[src/rtl/tree_add_pipe_pkg.sv]
// Shared types and constants for the pipelined tree adder.
package tree_add_pkg;

  localparam logic [2:0] SEC_LEV_1 = 3'd1;
  localparam logic [2:0] SEC_LEV_3 = 3'd3;
  localparam logic [2:0] SEC_LEV_5 = 3'd5;

  localparam logic MODE_REDUCE = 1'b0;
  localparam logic MODE_LANE   = 1'b1;

  // Per-beat control that travels alongside the data through every stage.
  typedef struct packed {
    logic       valid;
    logic       mode;
    logic [2:0] sec_lev;
    logic       first;
    logic       last;
  } sideband_t;

  // Ceiling log2, used to size the tree depth at elaboration time.
  function automatic int CLOG2(input int n);
    int r;
    r = 0;
    for (int i = 0; i < 31; i++) begin
      r = ((32'sd1 << i) < n) ? (i + 1) : r;
    end
    return r;
  endfunction

endpackage

[src/rtl/tree_add_pipe_if.sv]
// Beat-level stream interface of the tree adder: input beat, output beat, handshakes.
interface tree_add_pipe_if #(
  parameter int T     = 16,
  parameter int WIDTH = 16
);
  logic [2:0]         i_sec_lev;
  logic               i_mode;
  logic               i_first;
  logic               i_last;
  logic               i_valid;
  logic               o_ready;
  logic [T*WIDTH-1:0] i_a;
  logic [T*WIDTH-1:0] i_b;
  logic [T*WIDTH-1:0] i_array;
  logic               o_valid;
  logic               i_ready;
  logic               o_mode;
  logic [WIDTH-1:0]   o_element;
  logic [T*WIDTH-1:0] o_array;

  modport master (
    output i_sec_lev, i_mode, i_first, i_last, i_valid, i_a, i_b, i_array, i_ready,
    input  o_ready, o_valid, o_mode, o_element, o_array
  );

  modport slave (
    input  i_sec_lev, i_mode, i_first, i_last, i_valid, i_a, i_b, i_array, i_ready,
    output o_ready, o_valid, o_mode, o_element, o_array
  );
endinterface

[src/rtl/tree_add_pipe_level.sv]
// One registered level of the adder tree. PASS=0 adds neighbouring lane pairs
// (IN_LANES -> IN_LANES/2); PASS=1 is a plain delay stage of the same shape.
module tree_add_level #(
  parameter int IN_LANES = 2,
  parameter int WIDTH    = 16,
  parameter bit PASS     = 1'b0
) (
  input  logic                                                clk,
  input  logic                                                rst_n,
  input  logic                                                en,
  input  logic [IN_LANES*WIDTH-1:0]                           in_data,
  output logic [(PASS ? IN_LANES : IN_LANES/2)*WIDTH-1:0]     out_data
);
  localparam int OUT_LANES = PASS ? IN_LANES : IN_LANES / 2;

  logic [OUT_LANES*WIDTH-1:0] sum_s;

  if (PASS) begin : g_pass
    assign sum_s = in_data;
  end else begin : g_add
    // Pairwise lane sums, wrapping mod 2^WIDTH.
    always_comb begin
      sum_s = '0;
      for (int j = 0; j < OUT_LANES; j++) begin
        sum_s[j*WIDTH +: WIDTH] = in_data[(2*j)*WIDTH +: WIDTH]
                                + in_data[(2*j+1)*WIDTH +: WIDTH];
      end
    end
  end

  // Level register; holds while the pipeline is stalled.
  always_ff @(posedge clk) begin
    if (!rst_n) begin
      out_data <= '0;
    end else if (en) begin
      out_data <= sum_s;
    end else begin
      out_data <= out_data;
    end
  end

endmodule

[src/rtl/tree_add_pipe.sv]
// Pipelined, flow-controlled tree adder: reduce-with-accumulate or lane-wise a+b,
// both modes sharing one latency of LOG_T+1 cycles so beat order is preserved.
module tree_add_pipe
  import tree_add_pkg::*;
#(
  parameter int T      = 16,
  parameter int WIDTH  = 16,
  parameter bit ACC_EN = 1'b1
) (
  input logic            i_clk,
  input logic            i_rst_n,
  tree_add_pipe_if.slave bus
);
  localparam int LOG_T = CLOG2(T);
  localparam int NODES = 2 * T - 1;

  logic                       stall_s;
  logic                       adv_s;
  // Heap-style storage: level l input lanes start at 2T - 2*(T>>l); final sum is the last lane.
  logic [NODES*WIDTH-1:0]     node_s;
  logic [2*T*WIDTH-1:0]       ab_s;
  logic [LOG_T*T*WIDTH-1:0]   lane_pipe_s;
  logic [T*WIDTH-1:0]         lane_sum_s;
  logic [T*WIDTH-1:0]         lane_mask_s;
  logic [WIDTH-1:0]           tree_sum_s;
  logic [WIDTH-1:0]           acc_next_s;
  sideband_t                  in_sb_s;
  sideband_t                  out_sb_s;
  sideband_t                  sb_r [LOG_T];
  logic [WIDTH-1:0]           acc_r;
  logic                       open_r;
  logic                       o_valid_r;
  logic                       o_mode_r;
  logic [WIDTH-1:0]           o_element_r;
  logic [T*WIDTH-1:0]         o_array_r;

  // Clears the MSB for the lowest security level; internal sums stay full width.
  function automatic logic [WIDTH-1:0] mask_msb(input logic [WIDTH-1:0] value,
                                                input logic [2:0] sec_lev);
    logic [WIDTH-1:0] res;
    res = value;
    if (sec_lev == SEC_LEV_1) begin
      res[WIDTH-1] = 1'b0;
    end else begin
      res[WIDTH-1] = value[WIDTH-1];
    end
    return res;
  endfunction

  assign stall_s       = o_valid_r & ~bus.i_ready;
  assign adv_s         = ~stall_s;
  assign bus.o_ready   = adv_s;
  assign bus.o_valid   = o_valid_r;
  assign bus.o_mode    = o_mode_r;
  assign bus.o_element = o_element_r;
  assign bus.o_array   = o_array_r;

  // ---------------- reduce tree ----------------
  assign node_s[T*WIDTH-1:0] = bus.i_array;

  for (genvar l = 0; l < LOG_T; l++) begin : g_tree
    localparam int IN_L     = T >> l;
    localparam int IN_BASE  = 2 * T - 2 * IN_L;
    localparam int OUT_BASE = IN_BASE + IN_L;
    tree_add_level #(.IN_LANES(IN_L), .WIDTH(WIDTH), .PASS(1'b0)) u_level (
      .clk      (i_clk),
      .rst_n    (i_rst_n),
      .en       (adv_s),
      .in_data  (node_s[IN_BASE*WIDTH +: IN_L*WIDTH]),
      .out_data (node_s[OUT_BASE*WIDTH +: (IN_L/2)*WIDTH])
    );
  end

  assign tree_sum_s = node_s[(NODES-1)*WIDTH +: WIDTH];

  // ---------------- lane-wise path ----------------
  // Interleave a/b so the first pairwise level forms a[k]+b[k].
  always_comb begin
    ab_s = '0;
    for (int k = 0; k < T; k++) begin
      ab_s[(2*k)*WIDTH +: WIDTH]   = bus.i_a[k*WIDTH +: WIDTH];
      ab_s[(2*k+1)*WIDTH +: WIDTH] = bus.i_b[k*WIDTH +: WIDTH];
    end
  end

  tree_add_level #(.IN_LANES(2*T), .WIDTH(WIDTH), .PASS(1'b0)) u_lane_add (
    .clk      (i_clk),
    .rst_n    (i_rst_n),
    .en       (adv_s),
    .in_data  (ab_s),
    .out_data (lane_pipe_s[0 +: T*WIDTH])
  );

  for (genvar j = 1; j < LOG_T; j++) begin : g_delay
    tree_add_level #(.IN_LANES(T), .WIDTH(WIDTH), .PASS(1'b1)) u_delay (
      .clk      (i_clk),
      .rst_n    (i_rst_n),
      .en       (adv_s),
      .in_data  (lane_pipe_s[(j-1)*T*WIDTH +: T*WIDTH]),
      .out_data (lane_pipe_s[j*T*WIDTH +: T*WIDTH])
    );
  end

  assign lane_sum_s = lane_pipe_s[(LOG_T-1)*T*WIDTH +: T*WIDTH];

  // ---------------- sideband ----------------
  // Without accumulation every reduce beat is a complete burst on its own.
  always_comb begin
    in_sb_s.valid   = bus.i_valid;
    in_sb_s.mode    = bus.i_mode;
    in_sb_s.sec_lev = bus.i_sec_lev;
    if (!ACC_EN && (bus.i_mode == MODE_REDUCE)) begin
      in_sb_s.first = 1'b1;
      in_sb_s.last  = 1'b1;
    end else begin
      in_sb_s.first = bus.i_first;
      in_sb_s.last  = bus.i_last;
    end
  end

  // Sideband delay line, one entry per tree level.
  always_ff @(posedge i_clk) begin
    if (!i_rst_n) begin
      for (int j = 0; j < LOG_T; j++) begin
        sb_r[j] <= '0;
      end
    end else if (adv_s) begin
      sb_r[0] <= in_sb_s;
      for (int j = 1; j < LOG_T; j++) begin
        sb_r[j] <= sb_r[j-1];
      end
    end else begin
      for (int j = 0; j < LOG_T; j++) begin
        sb_r[j] <= sb_r[j];
      end
    end
  end

  assign out_sb_s = sb_r[LOG_T-1];

  // ---------------- accumulator and output ----------------
  // A first beat, or any beat with no burst open, restarts the accumulation.
  always_comb begin
    if (out_sb_s.first || !open_r) begin
      acc_next_s = tree_sum_s;
    end else begin
      acc_next_s = acc_r + tree_sum_s;
    end
  end

  // Per-lane MSB masking of the lane-wise result.
  always_comb begin
    lane_mask_s = '0;
    for (int k = 0; k < T; k++) begin
      lane_mask_s[k*WIDTH +: WIDTH] = mask_msb(lane_sum_s[k*WIDTH +: WIDTH], out_sb_s.sec_lev);
    end
  end

  // Accumulator state and registered output beat; frozen during a stall.
  always_ff @(posedge i_clk) begin
    if (!i_rst_n) begin
      acc_r       <= '0;
      open_r      <= 1'b0;
      o_valid_r   <= 1'b0;
      o_mode_r    <= MODE_REDUCE;
      o_element_r <= '0;
      o_array_r   <= '0;
    end else if (adv_s) begin
      if (out_sb_s.valid) begin
        case (out_sb_s.mode)
          MODE_REDUCE: begin
            acc_r <= acc_next_s;
            if (out_sb_s.last) begin
              open_r      <= 1'b0;
              o_valid_r   <= 1'b1;
              o_mode_r    <= MODE_REDUCE;
              o_element_r <= mask_msb(acc_next_s, out_sb_s.sec_lev);
            end else begin
              open_r    <= 1'b1;
              o_valid_r <= 1'b0;
            end
          end
          default: begin
            o_valid_r <= 1'b1;
            o_mode_r  <= MODE_LANE;
            o_array_r <= lane_mask_s;
          end
        endcase
      end else begin
        o_valid_r <= 1'b0;
      end
    end else begin
      o_valid_r <= o_valid_r;
    end
  end

endmodule

[src/flat_wrapper.sv]
// flat-port wrapper written by rule: the top's interface ports become plain ports
module tree_add_pipe_flat import tree_add_pkg::*;
#(
  parameter int T      = 16,
  parameter int WIDTH  = 16,
  parameter bit ACC_EN = 1'b1
)
  (i_clk, i_rst_n, bus_i_sec_lev, bus_i_mode, bus_i_first, bus_i_last, bus_i_valid, bus_i_a, bus_i_b, bus_i_array, bus_i_ready, bus_o_ready, bus_o_valid, bus_o_mode, bus_o_element, bus_o_array);
  tree_add_pipe_if #(.T(T), .WIDTH(WIDTH)) bus_i ();
  input logic i_clk;
  input logic i_rst_n;
  input wire logic [$bits(bus_i.i_sec_lev)-1:0] bus_i_sec_lev;
  input wire logic [$bits(bus_i.i_mode)-1:0] bus_i_mode;
  input wire logic [$bits(bus_i.i_first)-1:0] bus_i_first;
  input wire logic [$bits(bus_i.i_last)-1:0] bus_i_last;
  input wire logic [$bits(bus_i.i_valid)-1:0] bus_i_valid;
  input wire logic [$bits(bus_i.i_a)-1:0] bus_i_a;
  input wire logic [$bits(bus_i.i_b)-1:0] bus_i_b;
  input wire logic [$bits(bus_i.i_array)-1:0] bus_i_array;
  input wire logic [$bits(bus_i.i_ready)-1:0] bus_i_ready;
  output wire logic [$bits(bus_i.o_ready)-1:0] bus_o_ready;
  output wire logic [$bits(bus_i.o_valid)-1:0] bus_o_valid;
  output wire logic [$bits(bus_i.o_mode)-1:0] bus_o_mode;
  output wire logic [$bits(bus_i.o_element)-1:0] bus_o_element;
  output wire logic [$bits(bus_i.o_array)-1:0] bus_o_array;
  assign bus_i.i_sec_lev = bus_i_sec_lev;
  assign bus_i.i_mode = bus_i_mode;
  assign bus_i.i_first = bus_i_first;
  assign bus_i.i_last = bus_i_last;
  assign bus_i.i_valid = bus_i_valid;
  assign bus_i.i_a = bus_i_a;
  assign bus_i.i_b = bus_i_b;
  assign bus_i.i_array = bus_i_array;
  assign bus_i.i_ready = bus_i_ready;
  assign bus_o_ready = bus_i.o_ready;
  assign bus_o_valid = bus_i.o_valid;
  assign bus_o_mode = bus_i.o_mode;
  assign bus_o_element = bus_i.o_element;
  assign bus_o_array = bus_i.o_array;
  tree_add_pipe #(.T(T), .WIDTH(WIDTH), .ACC_EN(ACC_EN)) u_core (.i_clk(i_clk), .i_rst_n(i_rst_n), .bus(bus_i));
endmodule
[config.mk]
export PLATFORM = sky130hd
export DESIGN_NAME = tree_add_pipe_flat
export DESIGN_NICKNAME = d
export VERILOG_FILES = /design/src/rtl/tree_add_pipe_pkg.sv /design/src/rtl/tree_add_pipe_if.sv /design/src/rtl/tree_add_pipe_level.sv /design/src/rtl/tree_add_pipe.sv /design/src/flat_wrapper.sv
export SDC_FILE = /design/constraint.sdc
export NUM_CORES = 2
export LEC_CHECK = 0
export BUFFER_PORTS_ARGS = -buffer_cell sky130_fd_sc_hd__buf_4
export CAP_MARGIN = 20
export CELL_PAD_IN_SITES_DETAIL_PLACEMENT = 0
export CELL_PAD_IN_SITES_GLOBAL_PLACEMENT = 1
export CORE_ASPECT_RATIO = 0.6
export CORE_MARGIN = 2
export CORE_UTILIZATION = 40
export DETAILED_ROUTE_END_ITERATION = 12
export PLACE_DENSITY = 0.78
export SYNTH_ARGS = -nofsm -noshare
export SYNTH_HDL_FRONTEND = slang
export SYNTH_SLANG_ARGS = --single-unit
[constraint.sdc]
create_clock -name i_clk -period 2.7 [get_ports i_clk]
set_input_delay 0.135 -clock i_clk [delete_from_list [all_inputs] [get_ports i_clk]]
set_output_delay 0.135 -clock i_clk [all_outputs]
set_load 0.01 [all_outputs]
==> results.ini <==
[route]
num_vias=70100
viasPerCell=5.214
ant_nets=0
drt_first_iter_violations=5522
avgRoutedWirePerCell_um=18.87
firstDrtPassIters=6
drc=0
drt-total-wl_um=253700

[synthesis]
seq_area_frac_synth=0.4371
synth-edff-count=28
async_flop_share=0
yosysTopAreaCellShare=0.4256
syn_area_sq_mm=0.07314
ys_types=74
synth_ff_type=dfxtp_1
synthSimpleGateAreaFrac=0.1881
synth.largest_area_cell=dfxtp_1
synth_xor_area_frac=0.05185
synth_top_family_by_area=compound AO/OA/AOI/OAI gates
synth.area.top_cells=dfxtp_1, nand2_1, a21oi_1, ha_1, xnor2_1
syn_nets=10420
synth_mux_area_frac=0.002600
ys_warn_count=0
avgSynthCellArea_sq_um=8.012
netlist_instances=9129
synth_adder_area_share=0.09087
ys_ff_latch=1583
synth_compound_area_frac=0.1978

[setup_path]
worst-path-max-fanout=2
startpoint_type=input port
critPathMaxStageDelay_ps=580
crit_buf_inv=3
path_delay_family=buffers and inverters
worstPathRequired_ps=3420
crit_type=input port to flop
r2r-start=u_core.g_tree[1].u_level.out_data[0]$_SDFFE_PN0N_
r2r_end=u_core.g_tree[2].u_level.out_data[14]$_SDFFE_PN0N_
cp_slowest_cell=dlygate4sd3_1
crit_chain=dlygate4sd3_1, buf_4, ha_1, fa_1, a21o_1, a21oi_1, o21bai_1, a21oi_2, o21ai_0, xor2_1, dlygate4sd3_1, nand2_1, a21oi_1
arrival_ps=3440
reg2reg_depth=10
regToRegSetupSlack_ps=100
endpoint_kind=flop

[sta]
fmax_mhz=367.4
maxSlewHeadroom=0.2609
finClkSkew_ps=37.52
period_minus_slack_ps=2722
slew_violations=0
finalHoldViolations=0
tightest_slew_ps=1109
setup_ws_ps=-21.72
setup_violations=1
rsz0062_at_grt=true
finalCritPeriodShare=1.008
hold_ws_ps=41.86

[global_routing]
grt-ovfl-total=0
grt_usage=0.2589
grt_pass1_wl_um=386200
grt_max_degree=237
first_global_vias=67490
antenna_found_initial=24

[pwr]
power.internal_mw=44.48
p_leak_nw=40.86
switchingPower_mw=17.37
combPwrFrac=0.215
p_clk_frac=0.355
p_per_area_mw_per_mm2=625.4
vdd_drop_max_mv=0.4714
netSwitchingFraction=0.2809
seqPwrFrac=0.429

[hold_path]
hp-start=bus_i_b[190]
holdPathStages=5
hold_end=u_core.u_lane_add.out_data[191]$_SDFFE_PN0N_
hold_class=input port to flop

[layout]
area_growth_syn_to_layout_pct=35.24
final_nets=12220
drive_above_1_share=0.1364
stdcell_count=13450

[clock_tree]
root_buffer=clkbuf_16
cts_max_level=4
cts.sink_count=1583
cts_tree=done
clk_pin_slew_ps=70
cts_buffers=158
clk_latency_ps=790
clockBufferDepth=4

[placement]
place_ws_ps=-62.83
dp.cells=12170
dpl.hpwl_um=175900
port_buffers=1052
gp_congestion=1.016

[outcome]
status=finished with violations
violations=setup timing

[floorplanning]
fp.coreArea_sq_mm=0.1815
core.rowCount=121
io_pins=1053
fp.dieArea_sq_mm=0.1864
start_util=0.4029
dieHeight_um=335.2
fp.dieW_um=556.0

[job]
maxCapViolCount=0

-- worst min-delay path, delay by kind of cell --
family	cells	cell delay, ps
fa+ha+maj	1	130
compound gates	2	290
xor+xnor	1	160
buf+inv	1	90
-- cell families (layout without fill, tap and decap cells) --
kind of cell,after synthesis,in the layout
multiplexers,19,19
XOR/XNOR,433,433
adder cells (fa/ha/maj),512,512
other,0,11
buffers and inverters,613,2520
flip-flops,1583,1583
AO/OA/AOI/OAI,2550,2550
AND/OR/NAND/NOR,3419,3419
-- cell usage in the layout, fill, tap and decap left out, types with 26 or more instances in the layout --
| cell | instances |
|---|---|
| nand2b_1 | 73 |
| inv_1 | 91 |
| a21o_1 | 190 |
| o21ai_0 | 125 |
| clkbuf_1 | 36 |
| o21bai_1 | 56 |
| a21oi_2 | 26 |
| nor2b_1 | 45 |
| edfxtp_1 | 28 |
| nor2_1 | 276 |
| a211oi_1 | 82 |
| xnor2_1 | 286 |
| clkbuf_16 | 165 |
| a21oi_1 | 1637 |
| nor3b_1 | 31 |
| fa_1 | 28 |
| o21a_1 | 53 |
| nand2_1 | 2747 |
| buf_4 | 1127 |
| ha_1 | 478 |
| dfxtp_1 | 1554 |
| clkbuf_8 | 27 |
| xor2_1 | 147 |
| dlygate4sd3_1 | 985 |
| nand3_1 | 89 |
| o211ai_1 | 26 |
| and3_1 | 35 |
| buf_12 | 33 |
| o21ai_1 | 155 |
-- routing by layer --
| layer | vias up | track usage | wire length, um |
|---|---|---|---|
| met5 | - | 0 | 133 |
| met2 | 1744 | 0.4080 | 112500 |
| li1 | 34550 | - | - |
| met3 | 361 | 0.04168 | 13990 |
| met1 | 33420 | 0.3638 | 119800 |
| met4 | 20 | 0.07274 | 7343 |
-- registers in the layout (all words and copies together), names as in the netlist --
name and cells:
u_core.u_lane_add.out_data 256, u_core.bus.o_array 256, u_core.bus.o_element 16, u_core.bus.o_mode 1, u_core.bus.o_valid 1, u_core.sb_r 28, u_core.g_delay.u_delay.out_data 768, u_core.open_r 1
u_core.g_tree.u_level.out_data 240, u_core.acc_r 16
-- stage by stage --
stage          TNS (ps)  area [sq um]    util  total power [mW]
2_1_floorplan         0         73140       -             33.69
6_report         -21.72         98910  0.5449             61.86
4_1_cts               0         98390  0.5420             62.04
5_1_grt          -119.1         98900  0.5448             64.82
3_5_place_dp     -82.59         83430  0.4596             37.83
3_3_place_gp     -150.2         83400  0.4595             37.69
-- power by group through the flow --
stage | Clock (mW) | Combinational [mW] | Sequential (mW)
after global routing | 23.5 | 14.6 | 26.7
after global placement | 0 | 10.7 | 27.0
after detailed placement | 0 | 10.8 | 27.0
after floorplan | 0 | 7.17 | 26.5
final | 22.0 | 13.3 | 26.6
after CTS | 22.5 | 13.0 | 26.5
-- synthesized netlist by cell type (21+ instances only) --
master    count
o21bai_1     58
nand2b_1     76
buf_1        54
dfxtp_1    1555
o21a_1       53
fa_1         32
a211oi_1     83
inv_1        91
a21o_1      190
a21oi_1    1665
a311oi_1     21
nand2_1    2751
and2_1       23
edfxtp_1     28
a31oi_1      28
nand4_1      24
nand3_1      90
xor2_1      147
o31ai_1      25
o21ai_0     125
nor2b_1      46
o21ai_1     156
and3_1       36
xnor2_1     286
ha_1        480
nor3b_1      31
o211ai_1     26
nor2_1      279
clkbuf_1    460
-- how the worst max path moves through the flow --
stage	start	endpoint	cells past startpoint	slack [ps]
finish	bus_i_array[112]	u_core.g_tree[0].u_level.out_data[56]$_SDFFE_PN0N_	13	-20
global route	bus_i_array[112]	u_core.g_tree[0].u_level.out_data[56]$_SDFFE_PN0N_	13	-40
CTS	bus_i_array[163]	u_core.g_tree[0].u_level.out_data[93]$_SDFFE_PN0N_	11	10
detailed placement	bus_i_b[48]	u_core.u_lane_add.out_data[62]$_SDFFE_PN0N_	11	-60
global placement	bus_i_b[48]	u_core.u_lane_add.out_data[62]$_SDFFE_PN0N_	11	-110
floorplan	bus_i_b[48]	u_core.u_lane_add.out_data[62]$_SDFFE_PN0N_	10	280
-- layout make-up --
class                   instances  area (sq um)
repair buffers               2156         19220
well taps                    2398          3000
flip-flops and latches       1583         31970
fillers                     17000         82610
clock inverters                45         470.5
clock buffers                 226          4586
inverters                      93         369.1
diodes                         11         27.53
multi-input cells            6933         39270
-- timing repair --
action	in CTS	in global routing
hold endpoints to repair	472	0
buffers inserted	0	6
hold buffers	989	0
endpoints found under the setup margin	1	55
gates cloned	0	2
pin swaps	0	17
gates resized for setup	1	76
No activity file was read; power rests on OpenSTA's default activity.
